**src/rtl/rx_frame_receiver_if.sv**
```systemverilog
// Receive-side word bus: the receiver presents a word plus status flags,
// the consumer acknowledges with rx_ready.
interface rx_frame_receiver_if #(
  parameter int DATA_BITS = 8
);
  logic [DATA_BITS-1:0] rx_data;
  logic                 rx_valid;
  logic                 rx_ready;
  logic                 parity_err;
  logic                 frame_err;
  logic                 overrun_err;

  modport master (
    output rx_data,
    output rx_valid,
    output parity_err,
    output frame_err,
    output overrun_err,
    input  rx_ready
  );

  modport slave (
    input  rx_data,
    input  rx_valid,
    input  parity_err,
    input  frame_err,
    input  overrun_err,
    output rx_ready
  );
endinterface

```
**src/rtl/rx_frame_receiver.sv**
```systemverilog
// Oversampled asynchronous serial frame receiver with mid-bit sampling,
// optional parity, 1/2 stop bits and a single-word holding register.
module rx_frame_receiver #(
  parameter int OVERSAMPLE = 4,
  parameter int DATA_BITS  = 8,
  parameter int PARITY_EN  = 0,
  parameter int PARITY_ODD = 0,
  parameter int STOP_BITS  = 1
) (
  input  logic                 clk,
  input  logic                 rst,
  input  logic                 rx_en,
  input  logic                 sample_tick,
  input  logic                 rxd,
  rx_frame_receiver_if.master  rx_bus,
  output logic                 busy
);

  localparam int TICK_W = $clog2(OVERSAMPLE);
  localparam int BIT_W  = $clog2(DATA_BITS + 1);

  localparam logic [TICK_W-1:0] TICK_MID  = TICK_W'(OVERSAMPLE / 2 - 1);
  localparam logic [TICK_W-1:0] TICK_LAST = TICK_W'(OVERSAMPLE - 1);
  localparam logic [BIT_W-1:0]  DATA_LAST = BIT_W'(DATA_BITS - 1);
  localparam logic [BIT_W-1:0]  STOP_LAST = BIT_W'(STOP_BITS - 1);
  localparam logic              PAR_ON    = (PARITY_EN != 0);
  localparam logic              PAR_ODD   = (PARITY_ODD != 0);

  localparam logic [2:0] S_IDLE   = 3'd0;
  localparam logic [2:0] S_START  = 3'd1;
  localparam logic [2:0] S_DATA   = 3'd2;
  localparam logic [2:0] S_PARITY = 3'd3;
  localparam logic [2:0] S_STOP   = 3'd4;
  localparam logic [2:0] S_BREAK  = 3'd5;

  logic                 rxd_p0;
  logic                 rxd_p1;
  logic [2:0]           state;
  logic [TICK_W-1:0]    tick_cnt;
  logic [BIT_W-1:0]     bit_cnt;
  logic [DATA_BITS-1:0] shift_p1;
  logic                 perr_p1;
  logic                 vld_p1;
  logic                 mid_bit;

  function automatic logic parity_mismatch(input logic [DATA_BITS-1:0] word,
                                           input logic                 par_bit);
    return par_bit ^ (^word) ^ PAR_ODD;
  endfunction

  assign mid_bit = sample_tick && (tick_cnt == TICK_LAST);
  assign busy    = (state != S_IDLE);

  // Stage p0/p1: line synchroniser and frame FSM; vld_p1 marks a completed frame
  always_ff @(posedge clk or posedge rst) begin
    if (rst) begin
      rxd_p0           <= 1'b1;
      rxd_p1           <= 1'b1;
      state            <= S_IDLE;
      tick_cnt         <= '0;
      bit_cnt          <= '0;
      vld_p1           <= 1'b0;
      rx_bus.frame_err <= 1'b0;
    end else begin
      rxd_p0           <= rxd;
      rxd_p1           <= rxd_p0;
      vld_p1           <= 1'b0;
      rx_bus.frame_err <= 1'b0;
      if (!rx_en && state != S_IDLE) begin
        state    <= S_IDLE;
        tick_cnt <= '0;
        bit_cnt  <= '0;
      end else if (sample_tick) begin
        case (state)
          S_IDLE: begin
            if (rx_en && !rxd_p1) begin
              state    <= S_START;
              tick_cnt <= '0;
            end
          end
          S_START: begin
            if (tick_cnt == TICK_MID) begin
              tick_cnt <= '0;
              bit_cnt  <= '0;
              state    <= rxd_p1 ? S_IDLE : S_DATA;
            end else begin
              tick_cnt <= tick_cnt + 1'b1;
            end
          end
          S_DATA: begin
            if (tick_cnt != TICK_LAST) begin
              tick_cnt <= tick_cnt + 1'b1;
            end else begin
              tick_cnt <= '0;
              if (bit_cnt == DATA_LAST) begin
                bit_cnt <= '0;
                state   <= PAR_ON ? S_PARITY : S_STOP;
              end else begin
                bit_cnt <= bit_cnt + 1'b1;
              end
            end
          end
          S_PARITY: begin
            if (tick_cnt != TICK_LAST) begin
              tick_cnt <= tick_cnt + 1'b1;
            end else begin
              tick_cnt <= '0;
              state    <= S_STOP;
            end
          end
          S_STOP: begin
            if (tick_cnt != TICK_LAST) begin
              tick_cnt <= tick_cnt + 1'b1;
            end else begin
              tick_cnt <= '0;
              if (!rxd_p1) begin
                rx_bus.frame_err <= 1'b1;
                state            <= S_BREAK;
              end else if (bit_cnt == STOP_LAST) begin
                vld_p1 <= 1'b1;
                state  <= S_IDLE;
              end else begin
                bit_cnt <= bit_cnt + 1'b1;
              end
            end
          end
          S_BREAK: begin
            if (rxd_p1) state <= S_IDLE;
          end
          default: begin
            state    <= S_IDLE;
            tick_cnt <= '0;
            bit_cnt  <= '0;
          end
        endcase
      end
    end
  end

  // Stage p1: data shift register and parity result, no reset needed
  always_ff @(posedge clk) begin
    if (mid_bit && state == S_DATA)
      shift_p1 <= {rxd_p1, shift_p1[DATA_BITS-1:1]};
    if (mid_bit && state == S_PARITY)
      perr_p1 <= parity_mismatch(shift_p1, rxd_p1);
  end

  // Stage p2: holding register; a new word always wins over the old one
  always_ff @(posedge clk or posedge rst) begin
    if (rst) begin
      rx_bus.rx_data     <= '0;
      rx_bus.rx_valid    <= 1'b0;
      rx_bus.parity_err  <= 1'b0;
      rx_bus.overrun_err <= 1'b0;
    end else begin
      rx_bus.overrun_err <= 1'b0;
      if (vld_p1) begin
        rx_bus.rx_data     <= shift_p1;
        rx_bus.parity_err  <= PAR_ON & perr_p1;
        rx_bus.rx_valid    <= 1'b1;
        rx_bus.overrun_err <= rx_bus.rx_valid & ~rx_bus.rx_ready;
      end else if (rx_bus.rx_valid && rx_bus.rx_ready) begin
        rx_bus.rx_valid <= 1'b0;
      end
    end
  end

endmodule
```
**src/flat_wrapper.sv**
```systemverilog
// flat-port wrapper written by rule: the top's interface ports become plain ports
module rx_frame_receiver_flat 
#(
  parameter int OVERSAMPLE = 4,
  parameter int DATA_BITS  = 8,
  parameter int PARITY_EN  = 0,
  parameter int PARITY_ODD = 0,
  parameter int STOP_BITS  = 1
)
  (clk, rst, rx_en, sample_tick, rxd, busy, rx_bus_rx_data, rx_bus_rx_valid, rx_bus_parity_err, rx_bus_frame_err, rx_bus_overrun_err, rx_bus_rx_ready);
  rx_frame_receiver_if #(.DATA_BITS(DATA_BITS)) rx_bus_i ();
  input  logic clk;
  input  logic rst;
  input  logic rx_en;
  input  logic sample_tick;
  input  logic rxd;
  output logic busy;
  output wire logic [$bits(rx_bus_i.rx_data)-1:0] rx_bus_rx_data;
  output wire logic [$bits(rx_bus_i.rx_valid)-1:0] rx_bus_rx_valid;
  output wire logic [$bits(rx_bus_i.parity_err)-1:0] rx_bus_parity_err;
  output wire logic [$bits(rx_bus_i.frame_err)-1:0] rx_bus_frame_err;
  output wire logic [$bits(rx_bus_i.overrun_err)-1:0] rx_bus_overrun_err;
  input wire logic [$bits(rx_bus_i.rx_ready)-1:0] rx_bus_rx_ready;
  assign rx_bus_rx_data = rx_bus_i.rx_data;
  assign rx_bus_rx_valid = rx_bus_i.rx_valid;
  assign rx_bus_parity_err = rx_bus_i.parity_err;
  assign rx_bus_frame_err = rx_bus_i.frame_err;
  assign rx_bus_overrun_err = rx_bus_i.overrun_err;
  assign rx_bus_i.rx_ready = rx_bus_rx_ready;
  rx_frame_receiver #(.OVERSAMPLE(OVERSAMPLE), .DATA_BITS(DATA_BITS), .PARITY_EN(PARITY_EN), .PARITY_ODD(PARITY_ODD), .STOP_BITS(STOP_BITS)) u_core (.clk(clk), .rst(rst), .rx_en(rx_en), .sample_tick(sample_tick), .rxd(rxd), .rx_bus(rx_bus_i), .busy(busy));
endmodule
```
**config.mk**
```make
export PLATFORM = sky130hd
export DESIGN_NAME = rx_frame_receiver_flat
export DESIGN_NICKNAME = d
export VERILOG_FILES = /design/src/rtl/rx_frame_receiver_if.sv /design/src/rtl/rx_frame_receiver.sv /design/src/flat_wrapper.sv
export SDC_FILE = /design/constraint.sdc
export NUM_CORES = 1
export LEC_CHECK = 0
export BUFFER_PORTS_ARGS = -buffer_cell sky130_fd_sc_hd__buf_2
export CORE_MARGIN = 3
export CORE_UTILIZATION = 59
export CTS_BUF_LIST = sky130_fd_sc_hd__clkbuf_8
export DETAILED_ROUTE_END_ITERATION = 8
export HOLD_SLACK_MARGIN = 0.06
export PLACE_DENSITY = 0.77
export SETUP_SLACK_MARGIN = 0.5
export SLEW_MARGIN = 20
export SYNTH_ARGS = -nofsm -noshare
export SYNTH_HDL_FRONTEND = slang
export SYNTH_SLANG_ARGS = --single-unit
```
**constraint.sdc**
```tcl
create_clock -name clk -period 2.5 [get_ports clk]
set_input_delay 0 -clock clk [delete_from_list [all_inputs] [get_ports clk]]
set_output_delay 0 -clock clk [all_outputs]
set_load 0.01 [all_outputs]
```
==> summary.txt <==
Outcome
  – Status: finished clean

STA
  – Max Slew Vio Count: 0
  – Slew headroom: 0.426
  – Clock Skews: 0.00316 ns
  – RSZ-0062 raised after global routing: false
  – Crit path time final: 1.89 ns
  – Final Hold Viols: 0
  – Final setup TNS: 0 ns
  – Max Fclk: 0.530 GHz
  – Least-Margin Pin Slew: 0.861 ns
  – Final Setup Violations: 0
  – Final period util: 0.755
  – Hold WS: 0.138 ns

Layout
  – Commonest non-fill, non-tap cells in the layout: dfrtp_1, buf_2, nand2_1
  – Antenna cells: 0
  – Fillcell total: 152
  – Design Area, Final: 1760 um^2
  – Layout cells sized above 1: 0.266
  – Commonest non-fill, non-tap cell in the layout: dfrtp_1
  – Layout area overhead: 15.3%
  – Final nets: 168

Floorplan
  – Initial Util: 0.653
  – Core area: 2340 um^2
  – Die extent in y: 56.9 um
  – IO Pins: 19
  – Die area: 3240 um^2
  – DIE WIDTH: 56.9 um
  – Std cell rows: 17

Power
  – Maximum VDD drop: 0.000449 V
  – Clock power share: 0.432
  – Internal Power: 854 uW
  – LEAKAGE: 0.000829 uW
  – PD cells: 616 nW/um^2
  – Sw power: 232 uW
  – Switching share of total power: 0.214
  – Combinational power share: 0.071
  – Seq pwr share: 0.497

Setup path
  – Max stage delay on crit path: 0.61 ns
  – Startpoint types: flop
  – Slowest cell on the critical path: or4b_4
  – Maximum fanout along the worst path: 15
  – Worst path required time: 2.70 ns
  – Crit path cell chain: or4b_4, o311a_4, o211ai_2, and2_4, mux2i_1
  – Crit Path Class: flop to flop
  – WP data arrival: 2.09 ns
  – CP Capture Type: flop

Placed design
  – Post-detail-place hpwl: 1890 um
  – # port buffers: 17
  – RePlAce Congestion: 0.863
  – Placement Cell Area: 1610 um^2

Logic synthesis
  – Count of cell types in the netlist: 42
  – Synth Area in XOR/XNOR: 0.00573
  – Largest family of logic cells by synthesized area: simple AND/OR/NAND/NOR gates
  – Synth Register Bits: 31
  – Synth Area in Adders: 0.0409
  – Synth top area share: 0.344
  – Area leader, netlist: dfrtp_1
  – Syn avg cell area: 11.3 um^2
  – Mux share of post-synthesis cell area: 0.0794
  – Syn Std Cell Area: 1530 um^2
  – Sequential element share of the synthesized area: 0.535
  – Post-synthesis compound-gate area fraction: 0.115
  – YS warnings: 0
  – Mapped Cells: 135
  – Mapped Nets: 146
  – Synth Area in Simple Gates: 0.171
  – Top cells by area, synth: dfrtp_1, edfxtp_1, mux2_2

Routing
  – # DRC: 0
  – Met3 WL post-DR: 115 um
  – M1 WL: 1260 um
  – Vias: 1062
  – Met2 routed WL: 1400 um
  – Drt via density: 5.71
  – WL/cell: 15.0 um
  – Total wire length: 2790 um
  – Antenna Nets Post-Route: 0
  – DR iter-0 viols: 31
  – DR pass1 iterations: 4
  – Highest routed metal layer: met4

CTS
  – Clk sink count: 31
  – TritonCTS clock tree: yes
  – Worst-path clk slew: 0.06 ns
  – Htree depth: 2
  – Maximum root-to-sink buffer count: 2
  – Root buffer cell: clkbuf_8
  – Number of buffers created by CTS: 5
  – Worst-skew pair later-pin latency: 0.27 ns

Run
  – Number of max-cap violations: 0

Global routing
  – Initial antenna violation count: 0
  – Largest net degree at the start of global routing: 24
  – First-pass GRT wire length: 4710 um
  – GRT Util Overall: 0.188
  – Vias in the first global route: 1034
  – Grt ovf: 0

Min path
  – Hold crit path type: input port to flop
==> per-stage QoR <==
stage / cells / worst slack [ns] / util / power (uW)
after floorplan: 135 / 0.725 / - / 605
after global placement: 174 / 0.651 / 0.690 / 618
after detailed placement: 174 / 0.604 / 0.690 / 621
after CTS: 186 / 0.575 / 0.753 / 1090
after global routing: 186 / 0.522 / 0.753 / 1140
final: 186 / 0.612 / 0.753 / 1090
==> cell usage after synthesis <==
| cell | count |
|---|---|
| buf_2 | 4 |
| a32oi_1 | 2 |
| nor2b_1 | 5 |
| buf_4 | 1 |
| nand3_1 | 4 |
| or4_1 | 1 |
| mux2i_1 | 2 |
| xnor2_1 | 1 |
| o311a_4 | 1 |
| nand3b_1 | 1 |
| mux2_2 | 9 |
| clkbuf_1 | 1 |
| nand2b_1 | 3 |
| nor3_1 | 2 |
| o21a_1 | 1 |
| nor3b_1 | 4 |
| a211o_1 | 1 |
| o32ai_1 | 1 |
| conb_1 | 1 |
| and2_1 | 2 |
| inv_1 | 9 |
| a21oi_1 | 4 |
| a21o_1 | 2 |
| o32a_1 | 1 |
| buf_6 | 1 |
| o21ai_2 | 1 |
| edfxtp_1 | 8 |
| dfstp_2 | 2 |
| dfrtp_1 | 21 |
| nor2_1 | 8 |
| and2_4 | 1 |
| nor4b_1 | 1 |
| o31a_1 | 1 |
| o22ai_1 | 2 |
| o211ai_2 | 1 |
| or3_1 | 2 |
| ha_1 | 5 |
| nor4_1 | 1 |
| and3_1 | 1 |
| nand2_1 | 10 |
| o21ai_0 | 5 |
| or4b_4 | 1 |
==> layer usage <==
layer | GRT usage | up-vias
met4 | 0.0397 | 0
met3 | 0.0575 | 4
met2 | 0.312 | 24
met5 | 0 | -
met1 | 0.244 | 520
li1 | - | 514
==> critical path, delay by kind of cell (launching register included) <==
family / cells / cell delay [ns]
AOI/OAI and AO/OA: 2 / 0.27
DFF: 1 / 0.55
and+or+nand+nor: 2 / 0.82
muxes: 1 / 0.17
==> flip-flops by register name, indices dropped and copies added (netlist names), 2 cells and up <==
name,cells
u_core.bit_cnt,4
u_core.state,3
u_core.tick_cnt,2
u_core.rx_bus.rx_data,8
u_core.shift_p1,8
==> cell type report <==
class	count	area [um^2]	area share
clock inverters	3	38.8	0.0220
inverters	9	33.8	0.0192
repair buffers	22	133	0.0752
flip-flops and latches	31	820	0.465
multi-input cells	88	634	0.360
well taps	28	35.0	0.0199
clock buffers	5	68.8	0.0390
==> cells by family (layout without fill, tap and decap cells) <==
kind of cell,count (synthesis),after routing
AO/OA/AOI/OAI,23,23
XOR/XNOR,1,1
adder cells (fa/ha/maj),5,5
buffers and inverters,16,39
flip-flops,31,31
multiplexers,11,11
other,1,1
AND/OR/NAND/NOR,47,47
==> power groups by stage <==
stage | sequential (uW) | combinational [uW] | clock (uW)
CTS | 539 | 77.4 | 478
global placement | 548 | 69.9 | 0
global route | 541 | 86.9 | 509
detailed placement | 549 | 72.3 | 0
finish | 540 | 77.2 | 470
floorplan | 541 | 63.8 | 0
==> path summary, 6_finish.rpt <==
| kind | start | endpoint | slack (ns) | cells after the start |
|---|---|---|---|---|
| hold reg to reg | u_core.rxd_p0 | u_core.rxd_p1 | 0.35 | 0 |
| setup reg to reg | u_core.state[2] | u_core.bit_cnt[0] | 0.61 | 5 |
| setup / recovery | u_core.state[2] | u_core.bit_cnt[0] | 0.61 | 5 |
| min in group asynchronous | rst | u_core.rx_bus.overrun_err | 0.44 | 3 |
| hold / removal | sample_tick | u_core.rx_bus.frame_err | 0.14 | 4 |
| max in group asynchronous | rst | u_core.state[0] | 1.47 | 3 |
==> repair_timing <==
action                                  in CTS  in global routing
setup buffers                                0                  0
hold buffers                                 4                  0
hold endpoints to repair                    25                  0
endpoints found under the setup margin       0                  4
gates resized for setup                      0                  1
Note: power is estimated with default switching activity, not from simulation.
